### config.mk
export PLATFORM = sky130hd
export DESIGN_NAME = calculator_arbiter_flat
export DESIGN_NICKNAME = d
export VERILOG_FILES = /design/src/rtl/calculator_arbiter_if.sv /design/src/rtl/calculator_arbiter.sv /design/src/flat_wrapper.sv
export SDC_FILE = /design/constraint.sdc
export NUM_CORES = 1
export LEC_CHECK = 0
export CELL_PAD_IN_SITES_DETAIL_PLACEMENT = 0
export CELL_PAD_IN_SITES_GLOBAL_PLACEMENT = 1
export CORE_MARGIN = 3
export CORE_UTILIZATION = 35
export DETAILED_ROUTE_END_ITERATION = 6
export PLACE_DENSITY = 0.72
export SLEW_MARGIN = 20
export SYNTH_ARGS = -nofsm -noshare
export SYNTH_HDL_FRONTEND = slang
export SYNTH_SLANG_ARGS = --single-unit
### constraint.sdc
create_clock -name clk -period 4.2 [get_ports clk]
set_input_delay 0.84 -clock clk [delete_from_list [all_inputs] [get_ports clk]]
set_output_delay 0.84 -clock clk [all_outputs]
set_load 0.02 [all_outputs]
### src/rtl/calculator_arbiter_if.sv
// Purpose: bundles the two-requester operand/ack handshake and the result bus
//          of calculator_arbiter into one interface.
// Ports: req0/in0/req1/in1 come from the requesters; ack0/ack1 and the result
//        group (out, out_valid, out_id, out_err, busy, done_cnt) go back to them.
interface calculator_arbiter_if;
  logic       req0;
  logic [3:0] in0;
  logic       req1;
  logic [3:0] in1;
  logic       ack0;
  logic       ack1;
  logic [3:0] out;
  logic       out_valid;
  logic       out_id;
  logic       out_err;
  logic       busy;
  logic [7:0] done_cnt;

  // Requester side: drives requests and operands, observes acks and results.
  modport master (
    output req0, in0, req1, in1,
    input  ack0, ack1, out, out_valid, out_id, out_err, busy, done_cnt
  );

  // Arbiter side.
  modport slave (
    input  req0, in0, req1, in1,
    output ack0, ack1, out, out_valid, out_id, out_err, busy, done_cnt
  );
endinterface

### src/rtl/calculator_arbiter.sv
// Purpose: round-robin sharing of one combinational calculator between two
//          requesters; result returned with owner id and out-of-range flag.
// Latency: sampling edge -> ack next cycle -> out_valid the cycle after; one op per 3 cycles.
// Backpressure: none on the result; requests are only sampled in IDLE, anything
//               asserted during CALC/DONE is ignored rather than queued.
// Ports: clk, rst_n (async active-low), bus (calculator_arbiter_if.slave).

// Existing 4-bit specialised multiplier, purely combinational.
module calculator (
  input  logic [3:0] x,
  output logic [3:0] y
);
  always_comb begin
    y = 4'd0;
    case (x)
      4'd0, 4'd1, 4'd2: y = x;
      4'd3, 4'd4, 4'd5: y = {x[2:0], 1'b1};          // 2x+1
      4'd6, 4'd7, 4'd8: y = {x[2:0], 1'b0} - 4'd1;   // 2x-1 (8 wraps 0-1 -> 15)
      default:          y = 4'd0;
    endcase
  end
endmodule

module calculator_arbiter #(
  parameter bit FIRST_GRANT = 1'b0
) (
  input logic                 clk,
  input logic                 rst_n,
  calculator_arbiter_if.slave bus
);

  typedef enum logic [1:0] {
    IDLE = 2'd0,
    CALC = 2'd1,
    DONE = 2'd2
  } state_t;

  state_t     state;
  logic [3:0] op_reg;
  logic       id_reg;
  logic       last_grant;
  logic       winner;
  logic [3:0] calc_y;

  calculator u_calc (
    .x (op_reg),
    .y (calc_y)
  );

  // Sole requester wins; under contention the one not granted last time wins,
  // giving strict alternation while both keep requesting.
  always_comb begin
    winner = bus.req1;
    if (bus.req0 && bus.req1) winner = ~last_grant;
  end

  always_ff @(posedge clk or negedge rst_n) begin
    if (!rst_n) begin
      state         <= IDLE;
      op_reg        <= 4'd0;
      id_reg        <= 1'b0;
      last_grant    <= ~FIRST_GRANT;
      bus.ack0      <= 1'b0;
      bus.ack1      <= 1'b0;
      bus.out       <= 4'd0;
      bus.out_valid <= 1'b0;
      bus.out_id    <= 1'b0;
      bus.out_err   <= 1'b0;
      bus.busy      <= 1'b0;
      bus.done_cnt  <= 8'd0;
    end else begin
      // Pulses default low; each state raises its own for one cycle.
      bus.ack0      <= 1'b0;
      bus.ack1      <= 1'b0;
      bus.out_valid <= 1'b0;
      case (state)
        IDLE: begin
          if (bus.req0 || bus.req1) begin
            op_reg     <= winner ? bus.in1 : bus.in0;
            id_reg     <= winner;
            last_grant <= winner;
            bus.ack0   <= ~winner;
            bus.ack1   <= winner;
            bus.busy   <= 1'b1;
            state      <= CALC;
          end
        end
        CALC: begin
          bus.out       <= calc_y;
          bus.out_err   <= (op_reg > 4'd8);
          bus.out_id    <= id_reg;
          bus.out_valid <= 1'b1;
          state         <= DONE;
        end
        DONE: begin
          bus.done_cnt <= bus.done_cnt + 8'd1;
          bus.busy     <= 1'b0;
          state        <= IDLE;
        end
        default: begin
          bus.busy <= 1'b0;
          state    <= IDLE;
        end
      endcase
    end
  end

endmodule

### src/flat_wrapper.sv
// flat-port wrapper written by rule: the top's interface ports become plain ports
module calculator_arbiter_flat 
#(
  parameter bit FIRST_GRANT = 1'b0
)
  (clk, rst_n, bus_req0, bus_in0, bus_req1, bus_in1, bus_ack0, bus_ack1, bus_out, bus_out_valid, bus_out_id, bus_out_err, bus_busy, bus_done_cnt);
  calculator_arbiter_if bus_i ();
  input logic clk;
  input logic rst_n;
  input wire logic [$bits(bus_i.req0)-1:0] bus_req0;
  input wire logic [$bits(bus_i.in0)-1:0] bus_in0;
  input wire logic [$bits(bus_i.req1)-1:0] bus_req1;
  input wire logic [$bits(bus_i.in1)-1:0] bus_in1;
  output wire logic [$bits(bus_i.ack0)-1:0] bus_ack0;
  output wire logic [$bits(bus_i.ack1)-1:0] bus_ack1;
  output wire logic [$bits(bus_i.out)-1:0] bus_out;
  output wire logic [$bits(bus_i.out_valid)-1:0] bus_out_valid;
  output wire logic [$bits(bus_i.out_id)-1:0] bus_out_id;
  output wire logic [$bits(bus_i.out_err)-1:0] bus_out_err;
  output wire logic [$bits(bus_i.busy)-1:0] bus_busy;
  output wire logic [$bits(bus_i.done_cnt)-1:0] bus_done_cnt;
  assign bus_i.req0 = bus_req0;
  assign bus_i.in0 = bus_in0;
  assign bus_i.req1 = bus_req1;
  assign bus_i.in1 = bus_in1;
  assign bus_ack0 = bus_i.ack0;
  assign bus_ack1 = bus_i.ack1;
  assign bus_out = bus_i.out;
  assign bus_out_valid = bus_i.out_valid;
  assign bus_out_id = bus_i.out_id;
  assign bus_out_err = bus_i.out_err;
  assign bus_busy = bus_i.busy;
  assign bus_done_cnt = bus_i.done_cnt;
  calculator_arbiter #(.FIRST_GRANT(FIRST_GRANT)) u_core (.clk(clk), .rst_n(rst_n), .bus(bus_i));
endmodule
# ---- After elaboration in Yosys (flattened, before gate mapping)
# Cells that the tools add are included.
dict set report op_classes {
  add_sub_neg 2
  magnitude_cmp 1
  n_eq_ne 11
  n_reduce_logical 9
  n_mux 12
  bitwise 3
}
# cell count
set op_table {}
lappend op_table {{$eq A4 B3 Y1 const B} 4}
lappend op_table {{$pmux W4 S3} 1}
lappend op_table {{$reduce_or A3 Y1} 3}
lappend op_table {{$add A8 B1 Y8 const B} 1}
lappend op_table {{$eq A4 B2 Y1 const B} 2}
lappend op_table {{$mux W1} 7}
lappend op_table {{$eq A4 B1 Y1 const B} 1}
lappend op_table {{$eq A4 B4 Y1 const B} 1}
lappend op_table {{$gt A4 B4 Y1 const B} 1}
lappend op_table {{$logic_not A4 Y1} 1}
lappend op_table {{$mux W4} 1}
lappend op_table {{$pmux W2 S2} 1}
lappend op_table {{$reduce_and A2 Y1} 2}
lappend op_table {{$sub A4 B1 Y4 const B} 1}
lappend op_table {{$not A1 Y1} 3}
lappend op_table {{$eq A2 B1 Y1 const B} 1}
lappend op_table {{$eq A2 B2 Y1 const B} 1}
lappend op_table {{$logic_not A2 Y1} 1}
lappend op_table {{$mux W2} 1}
lappend op_table {{$ne A2 B1 Y1 const B} 1}
lappend op_table {{$pmux W1 S2} 1}
lappend op_table {{$logic_and A1 B1 Y1} 1}
lappend op_table {{$logic_or A1 B1 Y1} 1}
dict set report word_totals {
  inputBits 12
  wordCells 50
  output_inout_bits 18
  register_bits 26
}

# ---- Depth between registers and ports, before layout
# Gate-level depths: netlist of run 1.
dict set report logic_depth {
  ltp_word 5
  depth_mapped 6
  mapped_depth_nobuf 6
}

# ---- Hierarchy
# From an unflattened synthesis of run 1, not the netlist that was laid out.
dict set report unflattened {
  hier_cells 100
  area_unflattened_um2 1234.9
}
# mod cells_per_inst area_per_inst_um2 seq_area_each_um2 instances
set by_module_without_submodules {}
lappend by_module_without_submodules {calculator_arbiter 76 1052.3 651.9 1}
lappend by_module_without_submodules {calculator 24 182.7 0.0 1}

# ---- Worst setup path before layout of run 1
# Ideal clock, no wire load.
dict set report synth_path {
  kind {input -> register}
  startpoint {input port bus_req1}
  endpoint {register u_core.op_reg[0]}
  n_path_buf 0
  t_required_ns 4.074
  setup_time_ns 0.126
  t_arrival_ns 1.395
  slack_ns 2.679
  stages 3
  path_cell_list {a21boi_2 mux2i_1 o21ai_1}
}
dict set report synth_between {
  elab_chain_len 3
  word_cells_on_any_way 5
  classes_between {2 x mux; 3 x reduce/logical}
}
# element line_no
set synth_rtl {}
lappend synth_rtl {{start, declared} flat_wrapper.sv:12} ;# input wire logic [$bits(bus_i.req1)-1:0] bus_req1;
lappend synth_rtl {{$logic_and A1 B1 Y1} calculator_arbiter.sv:54} ;# if (bus.req0 && bus.req1) winner = ~last_grant;
lappend synth_rtl {{$mux W1} calculator_arbiter.sv:54}
lappend synth_rtl {{$mux W4} calculator_arbiter.sv:79} ;# op_reg <= winner ? bus.in1 : bus.in0;
lappend synth_rtl {{end signal, assigned} calculator_arbiter.sv:79}
lappend synth_rtl {{end, declared} calculator_arbiter.sv:39} ;# logic [3:0] op_reg;
# Several ways; a longest one is shown, not always the timed one.
# A chain may end at the register's enable or synchronous reset.

# ---- Worst setup path in the final report of run 1
dict set report layout_path {
  startpoint {register u_core.bus.done_cnt[0]}
  endpoint {output port bus_done_cnt[0]}
}
# element line_no
set layout_lines {}
lappend layout_lines {{start, declared} calculator_arbiter_if.sv:28} ;# output ack0, ack1, out, out_valid, out_id, out_err, busy, done_cnt
lappend layout_lines {{start signal, assigned} calculator_arbiter.sv:96} ;# bus.done_cnt <= bus.done_cnt + 8'd1;
lappend layout_lines {{end, declared} flat_wrapper.sv:21} ;# output wire logic [$bits(bus_i.done_cnt)-1:0] bus_done_cnt;
# No word-level cell between the ends.

==> results.sh, run 1 <==
export IMPL_power_frac_comb_pct=46.8
export IMPL_holdBufCountCts=0
export IMPL_synth_compound_area_share_pct=10.4
export IMPL_slowest_stage="clkdlybuf4s50_1"
export IMPL_grt_overflow=0
export IMPL_core_um2=3180
export IMPL_crit_type="register to output port"
export IMPL_p_total_mw=1.20
export IMPL_slew_headroom_pct=51.7
export IMPL_finalNetCount=163
export IMPL_rows=20
export IMPL_timing_fmax_mhz=439
export IMPL_maxSlewViolCount=0
export IMPL_drt_iter0_drc=21
export IMPL_min_path_type="input port to async pin"
export IMPL_critPathLaunchType="register"
export IMPL_start_util_pct=38.1
export IMPL_intPower_uw=718
export IMPL_routed_via_density=4.69
export IMPL_drive_gt1_share_pct=6.21
export IMPL_die_area_um2=4200
export IMPL_clk_path_buf_depth=2
export IMPL_via_count=887
export IMPL_clk_transition_reported_paths_ns=0.14
export IMPL_firstDrtPassIters=4
export IMPL_ys_warn_count=0
export IMPL_grt_usage_pct=11.4
export IMPL_post_route_period_util_pct=54.2
export IMPL_io_pins=30
export IMPL_ant_nets=0
export IMPL_path_buf_inv=1
export IMPL_worst_pin_slew_ns=0.720
export IMPL_synth_cells=116
export IMPL_cts_tree="done"
export IMPL_setup_worst_path_end_class="output port"
export IMPL_htreeDepth=1
export IMPL_antenna_found_initial=0
export IMPL_avgSynthCellArea_um2=10.4
export IMPL_p_clk_share_pct=14.2
export IMPL_pwr_share_seq_pct=39.0
export IMPL_post_place_cells=185
export IMPL_insertion_delay_ns=0.32
export IMPL_grt_pass1_wl_mm=3.71
export IMPL_cts_setup_buffers=0
export IMPL_register_area_um2=652
export IMPL_crit_path_max_fanout=6
export IMPL_cts_buffers=3
export IMPL_power_switching_uw=478
export IMPL_critPathArrivalTime_ns=1.44
export IMPL_multiInputGateArea_um2=507
export IMPL_path_delay_family="buffers and inverters"
export IMPL_fin_crit_ns=2.28
export IMPL_status="completed"
export IMPL_routedWlPerCell_um=11.7
export IMPL_final_setup_tns_ns=0
export IMPL_cellLeakagePower_nw=0.708
export IMPL_hold_viol=0
export IMPL_die_y_um=64.8
export IMPL_cts_resized=0
export IMPL_largest_reg_flops=8
export IMPL_die_w_um=64.8
export IMPL_vdd_drop_max_uv=259
export IMPL_drt_total_wl_mm=2.21
export IMPL_syn_cell_area_um2=1210
export IMPL_cp_data_required_time_ns=3.36
export IMPL_fillers=304
export IMPL_grt_max_degree=27
export IMPL_areaGrowthSynthToFinish_pct=30.6
export IMPL_drc=0
export IMPL_synth_simple_area_share_pct=16.2
export IMPL_critical_path_cell_chain="clkdlybuf4s50_1"
export IMPL_rsz0062_at_grt="false"
export IMPL_portBuffers=29
export IMPL_design_area_um2=1580
export IMPL_place_hpwl_mm=1.71
export IMPL_cap_viol_max_count=0
export IMPL_synthMuxAreaShare_pct=4.24
export IMPL_synth_xor_xnor_area_share_pct=5.79
export IMPL_fin_cells=189
export IMPL_gp_congestion=0.735
export IMPL_holdWs_ns=0.480
export IMPL_clockRootBuffer="clkbuf_4"
export IMPL_grt_pass1_vias=803
export IMPL_diodes=0
export IMPL_sw_frac_of_total_pct=40.0
export IMPL_synth_top_family_by_area="simple AND/OR/NAND/NOR gates"
export IMPL_cts_sinks=26
export IMPL_synthAdderAreaFrac_pct=5.17
export IMPL_yosys_cell_types_count=34
export IMPL_ys_seq_area_share_pct=53.8
export IMPL_finalClockSkew_ns=0.00138
export IMPL_final_setup_viol_count=0
export IMPL_synthesis_nets=133
export IMPL_cp_slowest_stage_delay_ns=0.64
export IMPL_synth_seq_cells=26
export IMPL_place_area_um2=1530
export IMPL_p_per_area_nw_per_um2=757
-- logic make-up after synthesis --
family          Yosys count
mux                       5
xor+xnor                  8
compound gates           21
simple gates             39
fa+ha+maj                 5
buf+inv                  12
flops                    26
-- layer usage --
metal	part of all wire, %	vias up	global-route usage, %
met5	0	-	0
met2	42	28	16.6
met4	1.5	0	4.75
li1	-	451	-
met3	7.5	4	3.29
met1	49	404	15.8
-- final cells by class --
| cell class | instances | area share (%) |
|---|---|---|
| timing repair buffer | 29 | 18.0 |
| clock inverter | 1 | 1.90 |
| clock buffer | 3 | 1.42 |
| inverter | 8 | 1.90 |
| sequential | 26 | 41.2 |
| multi-input combinational | 78 | 32.0 |
| tap | 44 | 3.48 |
-- final timing paths --
kind,startpoint,cells past startpoint,endpoint,slack (ns)
max in group asynchronous,rst_n,1,u_core.last_grant,3.35
worst max register to register,u_core.op_reg[0],6,u_core.bus.out[1],2.59
worst min register to register,u_core.bus.done_cnt[7],1,u_core.bus.done_cnt[7],0.48
worst max-delay path,u_core.bus.done_cnt[0],1,bus_done_cnt[0],1.92
worst min-delay path,rst_n,1,u_core.op_reg[1],0.48
min in group clk,u_core.bus.done_cnt[7],1,u_core.bus.done_cnt[7],0.48
-- power by group through the flow --
stage | clock network, mW | registers, mW | logic [mW]
finish | 0.170 | 0.467 | 0.560
CTS | 0.177 | 0.468 | 0.569
floorplan | 0 | 0.517 | 0.315
global placement | 0 | 0.469 | 0.555
detailed placement | 0 | 0.473 | 0.568
global route | 0.185 | 0.490 | 0.619
-- placed cells by master (no fill, tap or decap), drive strengths merged, types with 2 or more instances in the layout --
cell type / instances
a21oi: 3
clkbuf: 3
clkdlybuf4s50: 28
dfrtp: 25
ha: 5
inv: 8
mux2i: 4
nand2: 15
nand2b: 2
nand4: 3
nor2: 7
nor3: 3
nor4: 2
o21ai: 11
xnor2: 6
xor2: 2
-- Yosys cell counts --
library cell,count,area [um^2]
ha_1,5,62.6
o21ai_1,9,45.0
nor3b_2,1,12.5
nor3_1,3,15.0
nand3b_1,1,7.51
o31ai_1,1,7.51
nor2_1,7,26.3
o21ai_0,2,10.0
dfrtp_1,25,626
a211oi_1,1,7.51
xnor2_1,6,52.6
a221oi_1,1,8.76
dfstp_2,1,26.3
inv_2,1,3.75
buf_2,3,15.0
nand2_1,15,56.3
a21oi_1,3,15.0
nand2b_1,2,12.5
a22oi_1,1,7.51
or3_1,1,6.26
xor2_1,2,17.5
and4b_1,1,10.0
mux2i_1,4,40.0
nor2b_1,1,6.26
inv_1,7,26.3
a31oi_1,1,6.26
nand4_1,3,18.8
nor4_1,2,12.5
mux2_1,1,11.3
a21o_1,1,7.51
buf_4,1,7.51
a21boi_2,1,11.3
and3_1,1,6.26
and2_1,1,6.26
-- stage by stage --
stage          util, %  setup slack [ns]
6_report          49.8              1.92
5_1_grt           49.8              1.86
4_1_cts           49.9              1.90
3_5_place_dp      48.3              1.91
3_3_place_gp      48.3              1.99
2_1_floorplan        -              2.68
(Power assumes the default switching activity.)
==> run 2: changes to the inputs <==
- CORE_UTILIZATION: 35 -> 33
- PLACE_DENSITY: 0.72 -> 0.71
- clock period: 4.2 -> 2 ns (I/O delays scaled with it)
==> run 2 against run 1 <==
Core utilization fell by 3.1 points. Combinational power is 110% higher. Critical endpoint unchanged. Wire length increased by 6.2%. Power rose by 110%. Clock power is 98% higher. Worst hold slack better by 0.0021 ns. Highest routed layer is now met3. Flip-flop and latch count did not move. Final cell count increased by 2.1%. First-iteration DRC count is 52% higher. Largest cell class unchanged.
==> results.sh, run 2 (synthesis gave the netlist of run 1 again) <==
export IMPL_cellLeakagePower_nw=0.718
export IMPL_crit_type="register to output port"
export IMPL_grt_usage_pct=11.9
export IMPL_grt_overflow=0
export IMPL_cts_resized=0
export IMPL_final_setup_tns_ns=0
export IMPL_cts_sinks=26
export IMPL_die_y_um=66.6
export IMPL_hold_viol=0
export IMPL_final_cell_mix="29 x clkdlybuf4s50_1, 25 x dfrtp_1, 15 x nand2_1"
export IMPL_diodes=0
export IMPL_clk_transition_reported_paths_ns=0.09
export IMPL_p_total_mw=2.52
export IMPL_start_util_pct=35.2
export IMPL_place_area_um2=1550
export IMPL_path_buf_inv=1
export IMPL_finalNetCount=165
export IMPL_routed_via_density=4.79
export IMPL_routedWlPerCell_um=12.1
export IMPL_ant_nets=0
export IMPL_slew_headroom_pct=71.8
export IMPL_grt_pass1_wl_mm=4.04
export IMPL_critPathLaunchType="register"
export IMPL_cp_slowest_stage_delay_ns=0.66
export IMPL_via_count=925
export IMPL_min_path_type="register to register"
export IMPL_antenna_found_initial=0
export IMPL_maxSlewViolCount=0
export IMPL_drc=0
export IMPL_cp_data_required_time_ns=1.60
export IMPL_worst_pin_slew_ns=0.422
export IMPL_firstDrtPassIters=4
export IMPL_die_area_um2=4430
export IMPL_p_per_area_nw_per_um2=1570
export IMPL_largest_reg_flops=8
export IMPL_io_pins=30
export IMPL_cts_setup_buffers=0
export IMPL_areaGrowthSynthToFinish_pct=32.6
export IMPL_grt_pass1_vias=937
export IMPL_cts_tree="done"
export IMPL_design_area_um2=1610
export IMPL_post_route_period_util_pct=89.1
export IMPL_drive_gt1_share_pct=6.80
export IMPL_status="completed"
export IMPL_htreeDepth=1
export IMPL_path_delay_family="buffers and inverters"
export IMPL_crit_path_max_fanout=6
export IMPL_clockRootBuffer="clkbuf_8"
export IMPL_holdBufCountCts=0
export IMPL_fin_crit_ns=1.78
export IMPL_final_setup_viol_count=0
export IMPL_timing_fmax_mhz=561
export IMPL_gp_congestion=0.794
export IMPL_die_w_um=66.6
export IMPL_insertion_delay_ns=0.26
export IMPL_final_common_cell="clkdlybuf4s50_1"
export IMPL_critical_path_cell_chain="clkdlybuf4s50_1"
export IMPL_setup_worst_path_end_class="output port"
export IMPL_vdd_drop_max_uv=498
export IMPL_core_um2=3440
export IMPL_grt_max_degree=27
export IMPL_finalClockSkew_ns=0.00213
export IMPL_drt_total_wl_mm=2.34
export IMPL_slowest_stage="clkdlybuf4s50_1"
export IMPL_clk_path_buf_depth=2
export IMPL_rows=21
export IMPL_critPathArrivalTime_ns=1.38
export IMPL_place_hpwl_mm=1.79
export IMPL_cts_buffers=3
export IMPL_rsz0062_at_grt="false"
export IMPL_r2r_slack_ns=0.41
export IMPL_drt_iter0_drc=32
export IMPL_holdWs_ns=0.482
export IMPL_portBuffers=29
export IMPL_cap_viol_max_count=0
## run 2: changes by cell type in the layout (fill, tap and decap cells not counted)
cell	before	now
clkbuf_4	3	0
bufinv_16	1	0
clkbuf_8	0	4
buf_2	1	0
buf_4	0	2
clkdlybuf4s50_1	28	29
## run 2: worst paths after layout
kind | start | end | depth (start not counted)
min | u_core.bus.out_id | u_core.bus.out_id | 2
max reg2reg | u_core.op_reg[0] | u_core.bus.out[1] | 6
min in group asynchronous | rst_n | u_core.bus.done_cnt[7] | 2
max in group asynchronous | rst_n | u_core.last_grant | 2
min reg2reg | u_core.bus.out_id | u_core.bus.out_id | 2
max | u_core.bus.done_cnt[0] | bus_done_cnt[0] | 1
## run 2: layout make-up
class | count | area [um^2]
clock buffer | 4 | 55.1
timing repair buffer | 31 | 305
fill | 337 | 1840
multi-input combinational | 78 | 507
inverter | 8 | 30.0
sequential | 26 | 652
tap | 46 | 57.6
## run 2: per-layer routing
metal | track usage, % | wire length (um) | up-vias
li1 | - | - | 459
met1 | 13.4 | 1040 | 434
met2 | 21.9 | 1200 | 32
met3 | 1.52 | 107 | 0
met4 | 5.58 | 0 | 0
met5 | 0 | 0 | -
## run 2: where the power goes
group | total [mW] | internal (mW) | switching (mW) | leakage (nW)
sequential | 0.987 | 0.756 | 0.231 | 0.326
clock | 0.336 | 0.176 | 0.161 | 0.0288
combinational | 1.20 | 0.566 | 0.631 | 0.363
total | 2.52 | 1.50 | 1.02 | 0.718
## run 2: per-stage QoR
step                      instances  setup WS (ns)  utilization (%)
after floorplan                 116          0.610                -
after global placement          189          0.349             45.1
after detailed placement        189          0.294             45.1
after CTS                       193          0.196             46.7
after global routing            193          0.170             46.7
final                           193          0.218             46.7
## run 2: worst min-delay path: stages, from the launching register on
cell and delay (ns):
dfrtp_1 0.35, nand2_1 0.05, nand2_1 0.05
==> run 3: changes to the inputs <==
- CORE_ASPECT_RATIO: default -> 1.75
- CORE_MARGIN: 3 -> default
==> run 3 against run 2 <==
Clock skew increased by 0.00067 ns. First-iteration DRC count fell by 31%. Combinational power is essentially flat. Clock power rose by 26%. Setup slack worse by 0.021 ns. Count of clock-buffer cells in the layout down 1. Wire length is 4.4% lower. Non-clock buffer count is the same. Global-route usage grew 1.5 points. Die area decreased by 11%. Flip-flop and latch count stayed put.
==> results.sh, run 3 (synthesis gave the netlist of run 1 again) <==
export IMPL_min_path_type="register to register"
export IMPL_finalClockSkew_ns=0.00279
export IMPL_antenna_found_initial=0
export IMPL_portBuffers=29
export IMPL_cellLeakagePower_nw=0.725
export IMPL_cts_resized=0
export IMPL_clockRootBuffer="clkbuf_8"
export IMPL_grt_overflow=0
export IMPL_rsz0062_at_grt="false"
export IMPL_firstDrtPassIters=4
export IMPL_timing_fmax_mhz=555
export IMPL_final_cell_mix="29 x clkdlybuf4s50_1, 25 x dfrtp_1, 15 x nand2_1"
export IMPL_drive_gt1_share_pct=6.80
export IMPL_slew_headroom_pct=72.5
export IMPL_place_hpwl_mm=1.71
export IMPL_crit_type="register to output port"
export IMPL_largest_reg_flops=8
export IMPL_cp_slowest_stage_delay_ns=0.66
export IMPL_finalNetCount=165
export IMPL_cts_tree="done"
export IMPL_cts_setup_buffers=0
export IMPL_critical_path_cell_chain="clkdlybuf4s50_1"
export IMPL_areaGrowthSynthToFinish_pct=33.9
export IMPL_cp_data_required_time_ns=1.60
export IMPL_p_per_area_nw_per_um2=1600
export IMPL_setup_worst_path_end_class="output port"
export IMPL_cts_buffers=3
export IMPL_htreeDepth=1
export IMPL_io_pins=30
export IMPL_grt_pass1_vias=909
export IMPL_die_area_um2=3930
export IMPL_fin_crit_ns=1.80
export IMPL_core_um2=3430
export IMPL_grt_pass1_wl_mm=3.84
export IMPL_path_delay_family="buffers and inverters"
export IMPL_insertion_delay_ns=0.26
export IMPL_worst_pin_slew_ns=0.412
export IMPL_grt_max_degree=27
export IMPL_slowest_stage="clkdlybuf4s50_1"
export IMPL_die_y_um=82.1
export IMPL_clk_path_buf_depth=2
export IMPL_grt_usage_pct=13.4
export IMPL_final_setup_viol_count=0
export IMPL_drt_iter0_drc=22
export IMPL_power_switching_mw=1.01
export IMPL_critPathLaunchType="register"
export IMPL_die_w_um=47.8
export IMPL_status="completed"
export IMPL_vdd_drop_max_uv=656
export IMPL_rows=28
export IMPL_pwr_share_seq_pct=37.8
export IMPL_gp_congestion=0.734
export IMPL_post_route_period_util_pct=90.1
export IMPL_cap_viol_max_count=0
export IMPL_crit_path_max_fanout=6
export IMPL_p_clk_share_pct=16.3
export IMPL_final_common_cell="clkdlybuf4s50_1"
export IMPL_critPathArrivalTime_ns=1.40
export IMPL_r2r_slack_ns=0.43
export IMPL_drt_total_wl_mm=2.24
export IMPL_ant_nets=0
export IMPL_via_count=899
export IMPL_path_buf_inv=1
export IMPL_start_util_pct=35.3
export IMPL_diodes=0
export IMPL_intPower_mw=1.59
export IMPL_drc=0
export IMPL_power_frac_comb_pct=45.9
export IMPL_final_setup_tns_ns=0
export IMPL_maxSlewViolCount=0
export IMPL_routed_via_density=4.68
export IMPL_p_total_mw=2.60
export IMPL_sw_frac_of_total_pct=38.9
export IMPL_hold_viol=0
export IMPL_cts_sinks=26
export IMPL_routedWlPerCell_um=11.7
export IMPL_holdBufCountCts=0
export IMPL_clk_transition_reported_paths_ns=0.09
run 3: changes by cell type in the layout (fill, tap and decap cells not counted), sizes merged:
| cell | delta |
|---|---|
| clkbuf | -1 |
| bufinv | +1 |
run 3: power by group through the flow:
stage / logic [mW] / registers, mW / clock network, mW
CTS: 1.21 / 0.984 / 0.439
detailed placement: 1.21 / 0.992 / 0
finish: 1.19 / 0.982 / 0.424
global route: 1.33 / 1.02 / 0.462
global placement: 1.17 / 0.982 / 0
floorplan: 0.661 / 1.08 / 0
run 3: layout make-up:
cell class | count | area [um^2]
well taps | 45 | 56.3
inverters | 8 | 30.0
clock inverters | 1 | 30.0
fillers | 357 | 1810
clock buffers | 3 | 41.3
flip-flops and latches | 26 | 652
repair buffers | 31 | 305
multi-input cells | 78 | 507
run 3: path summary, 6_finish.rpt:
kind                                             start                     end  cells after the start
worst max-delay path            u_core.bus.done_cnt[0]         bus_done_cnt[0]                      1
worst min-delay path            u_core.bus.done_cnt[7]  u_core.bus.done_cnt[7]                      1
worst max register to register        u_core.op_reg[0]       u_core.bus.out[1]                      6
worst min register to register  u_core.bus.done_cnt[7]  u_core.bus.done_cnt[7]                      1
max in group asynchronous                        rst_n       u_core.last_grant                      2
min in group asynchronous                        rst_n        u_core.op_reg[3]                      2
run 3: through the flow:
step | area [um^2] | worst slack [ns] | util (%) | instances | hold slack (ns)
2_1_floorplan | 1210 | 0.610 | - | 116 | 0.104
3_3_place_gp | 1550 | 0.348 | 45.2 | 188 | 0.459
3_5_place_dp | 1550 | 0.291 | 45.2 | 188 | 0.463
4_1_cts | 1620 | 0.186 | 47.2 | 192 | 0.486
5_1_grt | 1620 | 0.140 | 47.2 | 192 | 0.510
6_report | 1620 | 0.197 | 47.2 | 192 | 0.476
run 3: routing by layer:
metal	wire [um]	up-vias	global-route usage, %
li1	-	456	-
met1	973	423	15.5
met2	1170	18	23.5
met3	69	2	1.30
met4	25	0	5.83
met5	0	-	0
